### config.mk
export PLATFORM = sky130hd
export DESIGN_NAME = median9_sched_flat
export DESIGN_NICKNAME = d
export VERILOG_FILES = /design/src/rtl/median_pkg.sv /design/src/rtl/median9_sched_if.sv /design/src/rtl/sort3.sv /design/src/rtl/median9_sched.sv /design/src/flat_wrapper.sv
export SDC_FILE = /design/constraint.sdc
export NUM_CORES = 1
export LEC_CHECK = 0
export CAP_MARGIN = 10
export CELL_PAD_IN_SITES_DETAIL_PLACEMENT = 0
export CELL_PAD_IN_SITES_GLOBAL_PLACEMENT = 2
export CORE_ASPECT_RATIO = 0.6
export CORE_MARGIN = 10
export CORE_UTILIZATION = 44
export DETAILED_ROUTE_END_ITERATION = 6
export MAX_ROUTING_LAYER = met4
export PLACE_DENSITY = 0.95
export SYNTH_ARGS = -nofsm -noshare
export SYNTH_HDL_FRONTEND = slang
export SYNTH_SLANG_ARGS = --single-unit
### constraint.sdc
create_clock -name clk -period 15.1 [get_ports clk]
set_input_delay 1.51 -clock clk [delete_from_list [all_inputs] [get_ports clk]]
set_output_delay 1.51 -clock clk [all_outputs]
set_load 0.03 [all_outputs]
### src/rtl/median_pkg.sv
// Shared definitions for the median-filter block family: FSM states, mode codes,
// fixed latency and default pixel width.
package median_pkg;

  localparam int unsigned DEFAULT_WIDTH = 8;
  localparam int unsigned MED9_LATENCY  = 10;

  typedef enum logic [1:0] {
    ModeMedian = 2'b00,
    ModeMin    = 2'b01,
    ModeMax    = 2'b10,
    ModeRsvd   = 2'b11
  } med_mode_e;

  typedef enum logic [3:0] {
    StIdle,
    StRow0,
    StRow1,
    StRow2,
    StCap1,
    StS2Min,
    StS2Med,
    StS2Max,
    StCap2,
    StFin,
    StDone
  } med9_state_e;

endpackage

### src/rtl/median9_sched_if.sv
// Window-in / statistic-out bus of median9_sched.
interface median9_sched_if #(
  parameter int unsigned WIDTH = median_pkg::DEFAULT_WIDTH
);
  logic             in_valid;
  logic             in_ready;
  logic [WIDTH-1:0] p0, p1, p2, p3, p4, p5, p6, p7, p8;
  logic [1:0]       mode;
  logic [WIDTH-1:0] result;
  logic             out_valid;
  logic             busy;

  modport master (
    output in_valid, p0, p1, p2, p3, p4, p5, p6, p7, p8, mode,
    input  in_ready, result, out_valid, busy
  );

  modport slave (
    input  in_valid, p0, p1, p2, p3, p4, p5, p6, p7, p8, mode,
    output in_ready, result, out_valid, busy
  );
endinterface

### src/rtl/sort3.sv
// Registered 3-input sorter: min/med/max one clock after the inputs.
module sort3 #(
  parameter int unsigned WIDTH = 8
) (
  input  logic             clk,
  input  logic             rst,
  input  logic [WIDTH-1:0] a,
  input  logic [WIDTH-1:0] b,
  input  logic [WIDTH-1:0] c,
  output logic [WIDTH-1:0] min,
  output logic [WIDTH-1:0] med,
  output logic [WIDTH-1:0] max
);

  logic [WIDTH-1:0] lo1, hi1, t, mx, mn, md;

  // Strict compares keep ties in a, b, c order.
  always_comb begin
    lo1 = (b < a) ? b : a;
    hi1 = (b < a) ? a : b;
    mx  = (c < hi1) ? hi1 : c;
    t   = (c < hi1) ? c : hi1;
    mn  = (t < lo1) ? t : lo1;
    md  = (t < lo1) ? lo1 : t;
  end

  always_ff @(posedge clk or posedge rst) begin
    if (rst) begin
      min <= '0;
      med <= '0;
      max <= '0;
    end else begin
      min <= mn;
      med <= md;
      max <= mx;
    end
  end

endmodule

### src/rtl/median9_sched.sv
// 3x3 median/min/max using one time-shared sort3: three row sorts, three
// column-of-statistics sorts, then a final sort of (lo, mid, hi).
module median9_sched
  import median_pkg::*;
#(
  parameter int unsigned WIDTH = DEFAULT_WIDTH
) (
  input logic            clk,
  input logic            rst,
  median9_sched_if.slave bus
);

  med9_state_e      state_q, state_d;
  med_mode_e        mode_q;
  logic [WIDTH-1:0] px_in [9];
  logic [WIDTH-1:0] px_q  [9];
  logic [WIDTH-1:0] rmin_q [3];
  logic [WIDTH-1:0] rmed_q [3];
  logic [WIDTH-1:0] rmax_q [3];
  logic [WIDTH-1:0] lo_q, mid_q, hi_q, gmin_q, gmax_q;
  logic [WIDTH-1:0] result_q;
  logic             out_valid_q;
  logic [WIDTH-1:0] sa, sb, sc, s_min, s_med, s_max;
  logic             accept;

  assign px_in[0] = bus.p0;
  assign px_in[1] = bus.p1;
  assign px_in[2] = bus.p2;
  assign px_in[3] = bus.p3;
  assign px_in[4] = bus.p4;
  assign px_in[5] = bus.p5;
  assign px_in[6] = bus.p6;
  assign px_in[7] = bus.p7;
  assign px_in[8] = bus.p8;

  assign bus.in_ready  = (state_q == StIdle) && !rst;
  assign bus.busy      = (state_q != StIdle);
  assign bus.result    = result_q;
  assign bus.out_valid = out_valid_q;
  assign accept        = bus.in_valid && bus.in_ready;

  always_comb begin
    state_d = state_q;
    unique case (state_q)
      StIdle:  if (accept) state_d = StRow0;
      StRow0:  state_d = StRow1;
      StRow1:  state_d = StRow2;
      StRow2:  state_d = StCap1;
      StCap1:  state_d = StS2Min;
      StS2Min: state_d = StS2Med;
      StS2Med: state_d = StS2Max;
      StS2Max: state_d = StCap2;
      StCap2:  state_d = StFin;
      StFin:   state_d = StDone;
      StDone:  state_d = StIdle;
      default: state_d = StIdle;
    endcase
  end

  always_comb begin
    sa = '0;
    sb = '0;
    sc = '0;
    unique case (state_q)
      StRow0:  begin sa = px_q[0];   sb = px_q[1];   sc = px_q[2];   end
      StRow1:  begin sa = px_q[3];   sb = px_q[4];   sc = px_q[5];   end
      StRow2:  begin sa = px_q[6];   sb = px_q[7];   sc = px_q[8];   end
      StS2Min: begin sa = rmin_q[0]; sb = rmin_q[1]; sc = rmin_q[2]; end
      StS2Med: begin sa = rmed_q[0]; sb = rmed_q[1]; sc = rmed_q[2]; end
      StS2Max: begin sa = rmax_q[0]; sb = rmax_q[1]; sc = rmax_q[2]; end
      StFin:   begin sa = lo_q;      sb = mid_q;     sc = hi_q;      end
      default: ;
    endcase
  end

  sort3 #(.WIDTH(WIDTH)) u_sort3 (
    .clk (clk),
    .rst (rst),
    .a   (sa),
    .b   (sb),
    .c   (sc),
    .min (s_min),
    .med (s_med),
    .max (s_max)
  );

  always_ff @(posedge clk or posedge rst) begin
    if (rst) begin
      state_q     <= StIdle;
      mode_q      <= ModeMedian;
      lo_q        <= '0;
      mid_q       <= '0;
      hi_q        <= '0;
      gmin_q      <= '0;
      gmax_q      <= '0;
      result_q    <= '0;
      out_valid_q <= 1'b0;
      for (int i = 0; i < 9; i++) px_q[i] <= '0;
      for (int i = 0; i < 3; i++) begin
        rmin_q[i] <= '0;
        rmed_q[i] <= '0;
        rmax_q[i] <= '0;
      end
    end else begin
      state_q     <= state_d;
      out_valid_q <= 1'b0;
      // Each capture takes the sorter output issued in the previous state.
      unique case (state_q)
        StIdle: if (accept) begin
          for (int i = 0; i < 9; i++) px_q[i] <= px_in[i];
          mode_q <= med_mode_e'(bus.mode);
        end
        StRow1:  begin rmin_q[0] <= s_min; rmed_q[0] <= s_med; rmax_q[0] <= s_max; end
        StRow2:  begin rmin_q[1] <= s_min; rmed_q[1] <= s_med; rmax_q[1] <= s_max; end
        StCap1:  begin rmin_q[2] <= s_min; rmed_q[2] <= s_med; rmax_q[2] <= s_max; end
        StS2Med: begin lo_q <= s_max; gmin_q <= s_min; end
        StS2Max: mid_q <= s_med;
        StCap2:  begin hi_q <= s_min; gmax_q <= s_max; end
        StDone: begin
          out_valid_q <= 1'b1;
          case (mode_q)
            ModeMin: result_q <= gmin_q;
            ModeMax: result_q <= gmax_q;
            default: result_q <= s_med;
          endcase
        end
        default: ;
      endcase
    end
  end

endmodule
### src/flat_wrapper.sv
// flat-port wrapper written by rule: the top's interface ports become plain ports
module median9_sched_flat import median_pkg::*;
#(
  parameter int unsigned WIDTH = DEFAULT_WIDTH
)
  (clk, rst, bus_in_valid, bus_p0, bus_p1, bus_p2, bus_p3, bus_p4, bus_p5, bus_p6, bus_p7, bus_p8, bus_mode, bus_in_ready, bus_result, bus_out_valid, bus_busy);
  median9_sched_if #(.WIDTH(WIDTH)) bus_i ();
  input logic clk;
  input logic rst;
  input wire logic [$bits(bus_i.in_valid)-1:0] bus_in_valid;
  input wire logic [$bits(bus_i.p0)-1:0] bus_p0;
  input wire logic [$bits(bus_i.p1)-1:0] bus_p1;
  input wire logic [$bits(bus_i.p2)-1:0] bus_p2;
  input wire logic [$bits(bus_i.p3)-1:0] bus_p3;
  input wire logic [$bits(bus_i.p4)-1:0] bus_p4;
  input wire logic [$bits(bus_i.p5)-1:0] bus_p5;
  input wire logic [$bits(bus_i.p6)-1:0] bus_p6;
  input wire logic [$bits(bus_i.p7)-1:0] bus_p7;
  input wire logic [$bits(bus_i.p8)-1:0] bus_p8;
  input wire logic [$bits(bus_i.mode)-1:0] bus_mode;
  output wire logic [$bits(bus_i.in_ready)-1:0] bus_in_ready;
  output wire logic [$bits(bus_i.result)-1:0] bus_result;
  output wire logic [$bits(bus_i.out_valid)-1:0] bus_out_valid;
  output wire logic [$bits(bus_i.busy)-1:0] bus_busy;
  assign bus_i.in_valid = bus_in_valid;
  assign bus_i.p0 = bus_p0;
  assign bus_i.p1 = bus_p1;
  assign bus_i.p2 = bus_p2;
  assign bus_i.p3 = bus_p3;
  assign bus_i.p4 = bus_p4;
  assign bus_i.p5 = bus_p5;
  assign bus_i.p6 = bus_p6;
  assign bus_i.p7 = bus_p7;
  assign bus_i.p8 = bus_p8;
  assign bus_i.mode = bus_mode;
  assign bus_in_ready = bus_i.in_ready;
  assign bus_result = bus_i.result;
  assign bus_out_valid = bus_i.out_valid;
  assign bus_busy = bus_i.busy;
  median9_sched #(.WIDTH(WIDTH)) u_core (.clk(clk), .rst(rst), .bus(bus_i));
endmodule
==> results.toml <==
[outcome]
status = "finished clean"

[die]
io_pins = 88
rows = 43
dieWidth_um = 217
initial_utilization = 0.445
dieHeight_um = 138
die-area_sq_um = 29900
design.core.area_sq_um = 23000

[synth]
synth_edf_count = 0
yosysUniqueCellTypes = 45
synth_cells = 783
synth_seq_cells = 223
synth-seq-area-share = 0.546
yosysWarnings = 0
syn_area_per_cell_sq_um = 13.1
synthArstFlopShare = 1.00
synthFlopType = "dfrtp_1"
syn_nets = 883
netlist_area_sq_um = 10200

[clock_network]
cts.clk_slew.worst_paths_ns = 0.07
cts_hold_buffers = 0
numCtsBuffers = 21
cts-root-buf = "clkbuf_16"
post_cts_buffers = 0
worstSkewPairLatency_ns = 0.50
cts.htree.levels = 1
post_cts_resized = 0
cts_max_path_buffers = 3
cts_tree = "done"
clock_sinks = 223

[sta]
hold_violations = 0
min_period_ns = 7.91
max_freq_mhz = 126
finalSetupViolations = 0
finalClockSkew_ns = 0.00708
fin_tns_setup_ns = 0
tightest_slew_ns = 1.16
slew_headroom = 0.226
finalCritPeriodShare = 0.524
rsz0062_at_grt = "false"
slew_viol_final = 0

[critical_path]
reg2reg_depth = 27
rr_startpoint = "u_core.state_q[1]$_DFFE_PP0P_"
r2r-end = "u_core.u_sort3.med[7]$_DFF_PP0_"
crit_path_start_kind = "flop"
cp-end-kind = "flop"
critPathMaxFanout = 38
worstPathArrival_ns = 8.32
reg2reg_slack_ns = 7.19
worstSetupPathType = "flop to flop"
crit_required_ns = 15.52

[route]
wl_per_cell_um = 22.2
wl_met2_um = 10800
drc_errors = 0
wl_um = 26300
vias_per_cell = 5.65
met3_length_um = 1570
dr.pass1.iters = 6
m1WireLength_um = 13600
top_layer_used = "met4"
num_vias = 6701
drt.antenna.violating_nets = 0
drtIter0Drc = 600

[min_path]
worstHoldStart = "u_core.bus.result[5]$_DFFE_PP0P_"
min_path_cells = 2
min_to = "u_core.bus.result[5]$_DFFE_PP0P_"
min_path_type = "flop to flop"

[global_route]
grt_start_max_net_pins = 87
grt.total_usage = 0.179
grt-ovfl-total = 0
grt_pass1_wl_um = 41700
antenna_found_initial = 0
grt_pass1_vias = 6853

[final_layout]
final_common_cell = "dfrtp_1"
utilization = 0.527
antennaDiodeCount = 0
finalNetCount = 959
drive_gt1_frac = 0.295
area_delta_synth_final_pct = 18.4
layout_common_cells = "dfrtp_1, mux2_2, clkdlybuf4s50_1"

[flow_run]
drv_cap = 0

[place]
dpl.hpwl_um = 18500
place.gp.congestion = 0.885
port_buffers = 87
-- how the worst max path moves through the flow --
stage	startpoint	end	slack (ns)	cells past startpoint
6_report	u_core.state_q[1]$_DFFE_PP0P_	u_core.u_sort3.med[7]$_DFF_PP0_	7.19	27
5_1_grt	u_core.state_q[1]$_DFFE_PP0P_	u_core.u_sort3.min[2]$_DFF_PP0_	6.59	27
4_1_cts	u_core.state_q[1]$_DFFE_PP0P_	u_core.u_sort3.med[7]$_DFF_PP0_	7.25	27
3_5_place_dp	u_core.state_q[1]$_DFFE_PP0P_	u_core.u_sort3.med[3]$_DFF_PP0_	7.32	27
3_3_place_gp	u_core.state_q[2]$_DFFE_PP0P_	u_core.u_sort3.med[2]$_DFF_PP0_	7.39	26
2_1_floorplan	rst	u_core.bus.out_valid$_DFF_PP0_	7.48	1
-- sequential cells by signal, indices dropped and copies added, names as in the netlist --
| register | count |
|---|---|
| u_core.px_q | 72 |
| u_core.rmax_q | 24 |
| u_core.rmed_q | 24 |
| u_core.rmin_q | 24 |
| u_core.bus.result | 8 |
| u_core.gmax_q | 8 |
| u_core.gmin_q | 8 |
| u_core.hi_q | 8 |
| u_core.lo_q | 8 |
| u_core.mid_q | 8 |
| u_core.u_sort3.max | 8 |
| u_core.u_sort3.med | 8 |
| u_core.u_sort3.min | 8 |
| u_core.state_q | 4 |
| u_core.mode_q | 2 |
| u_core.bus.out_valid | 1 |
-- Yosys cell counts, types with 2 or more instances --
cell type | instances | share of area
o22ai_1 | 2 | 0.0012
clkbuf_1 | 34 | 0.012
o21ai_0 | 17 | 0.0083
nand2b_1 | 5 | 0.0031
ha_1 | 23 | 0.028
nor3b_1 | 2 | 0.0015
nand3_1 | 26 | 0.013
dfrtp_1 | 223 | 0.55
or2_2 | 2 | 0.0012
nand3b_1 | 2 | 0.0015
nand4_1 | 4 | 0.0024
mux2i_1 | 37 | 0.036
a21o_1 | 6 | 0.0044
o21bai_1 | 2 | 0.0015
a22o_1 | 3 | 0.0026
nor2b_1 | 3 | 0.0018
inv_1 | 29 | 0.011
nor3_1 | 3 | 0.0015
nor2_1 | 24 | 0.0088
nor3_2 | 3 | 0.0029
a21oi_1 | 18 | 0.0088
a22oi_1 | 50 | 0.037
nand2_1 | 20 | 0.0073
buf_1 | 3 | 0.0011
mux2_2 | 194 | 0.21
a222oi_1 | 20 | 0.020
a31oi_1 | 4 | 0.0024
buf_2 | 7 | 0.0034
-- cell families (layout without fill, tap and decap cells) --
logic type               Yosys count  count (layout)  synth area share
AO/OA/AOI/OAI                    130             130            0.0939
multiplexers                     232             232             0.251
AND/OR/NAND/NOR                   98              98            0.0486
XOR/XNOR                           1               1          0.000857
buffers and inverters             76             163            0.0310
flip-flops                       223             223             0.546
adder cells (fa/ha/maj)           23              23            0.0282
-- worst max-delay path: stages, from the launching register on --
cell and delay, ns:
dfrtp_1 0.75, nand2b_1 0.27, nor3_4 0.41, buf_4 0.53, a22oi_1 0.18, nand3_1 0.17, inv_1 0.07, ha_1 0.32
nand4_1 0.23, o31ai_4 0.86, mux2i_1 0.35, ha_1 0.29, a21o_1 0.16, a21o_1 0.16, a21o_1 0.23, nor3b_1 0.22
a31oi_1 0.11, buf_4 0.21, mux2_2 0.27, inv_1 0.05, ha_1 0.29, a21o_1 0.11, a21o_1 0.10, a21oi_1 0.07
o21ai_0 0.11, nor2_1 0.09, a21oi_2 0.86, mux2i_1 0.30
-- layer usage --
layer	track usage	vias up
met2	0.243	225
met5	-	-
met1	0.273	3412
li1	-	3034
met3	0.0322	30
met4	0.0286	0
-- cell type report --
cell class / instances / area [sq um]
repair buffers: 100 / 968
fillers: 1956 / 10900
clock inverters: 9 / 97.6
multi-input cells: 484 / 4370
clock buffers: 25 / 571
flip-flops and latches: 223 / 5580
inverters: 29 / 116
well taps: 315 / 394
-- metrics by stage --
step / hold slack [ns] / cell area (sq um) / instances / setup WS (ns)
final: 0.481 / 12100 / 1185 / 7.19
after global routing: 0.511 / 12100 / 1185 / 6.59
after CTS: 0.487 / 12100 / 1185 / 7.25
after detailed placement: 0.473 / 11400 / 1151 / 7.32
after global placement: 0.462 / 11400 / 1151 / 7.39
after floorplan: 0.471 / 10200 / 783 / 7.48
Power is left out: the tool's default activity adds up to more than one toggle a clock period on the data nets, which glitch-free logic cannot reach.
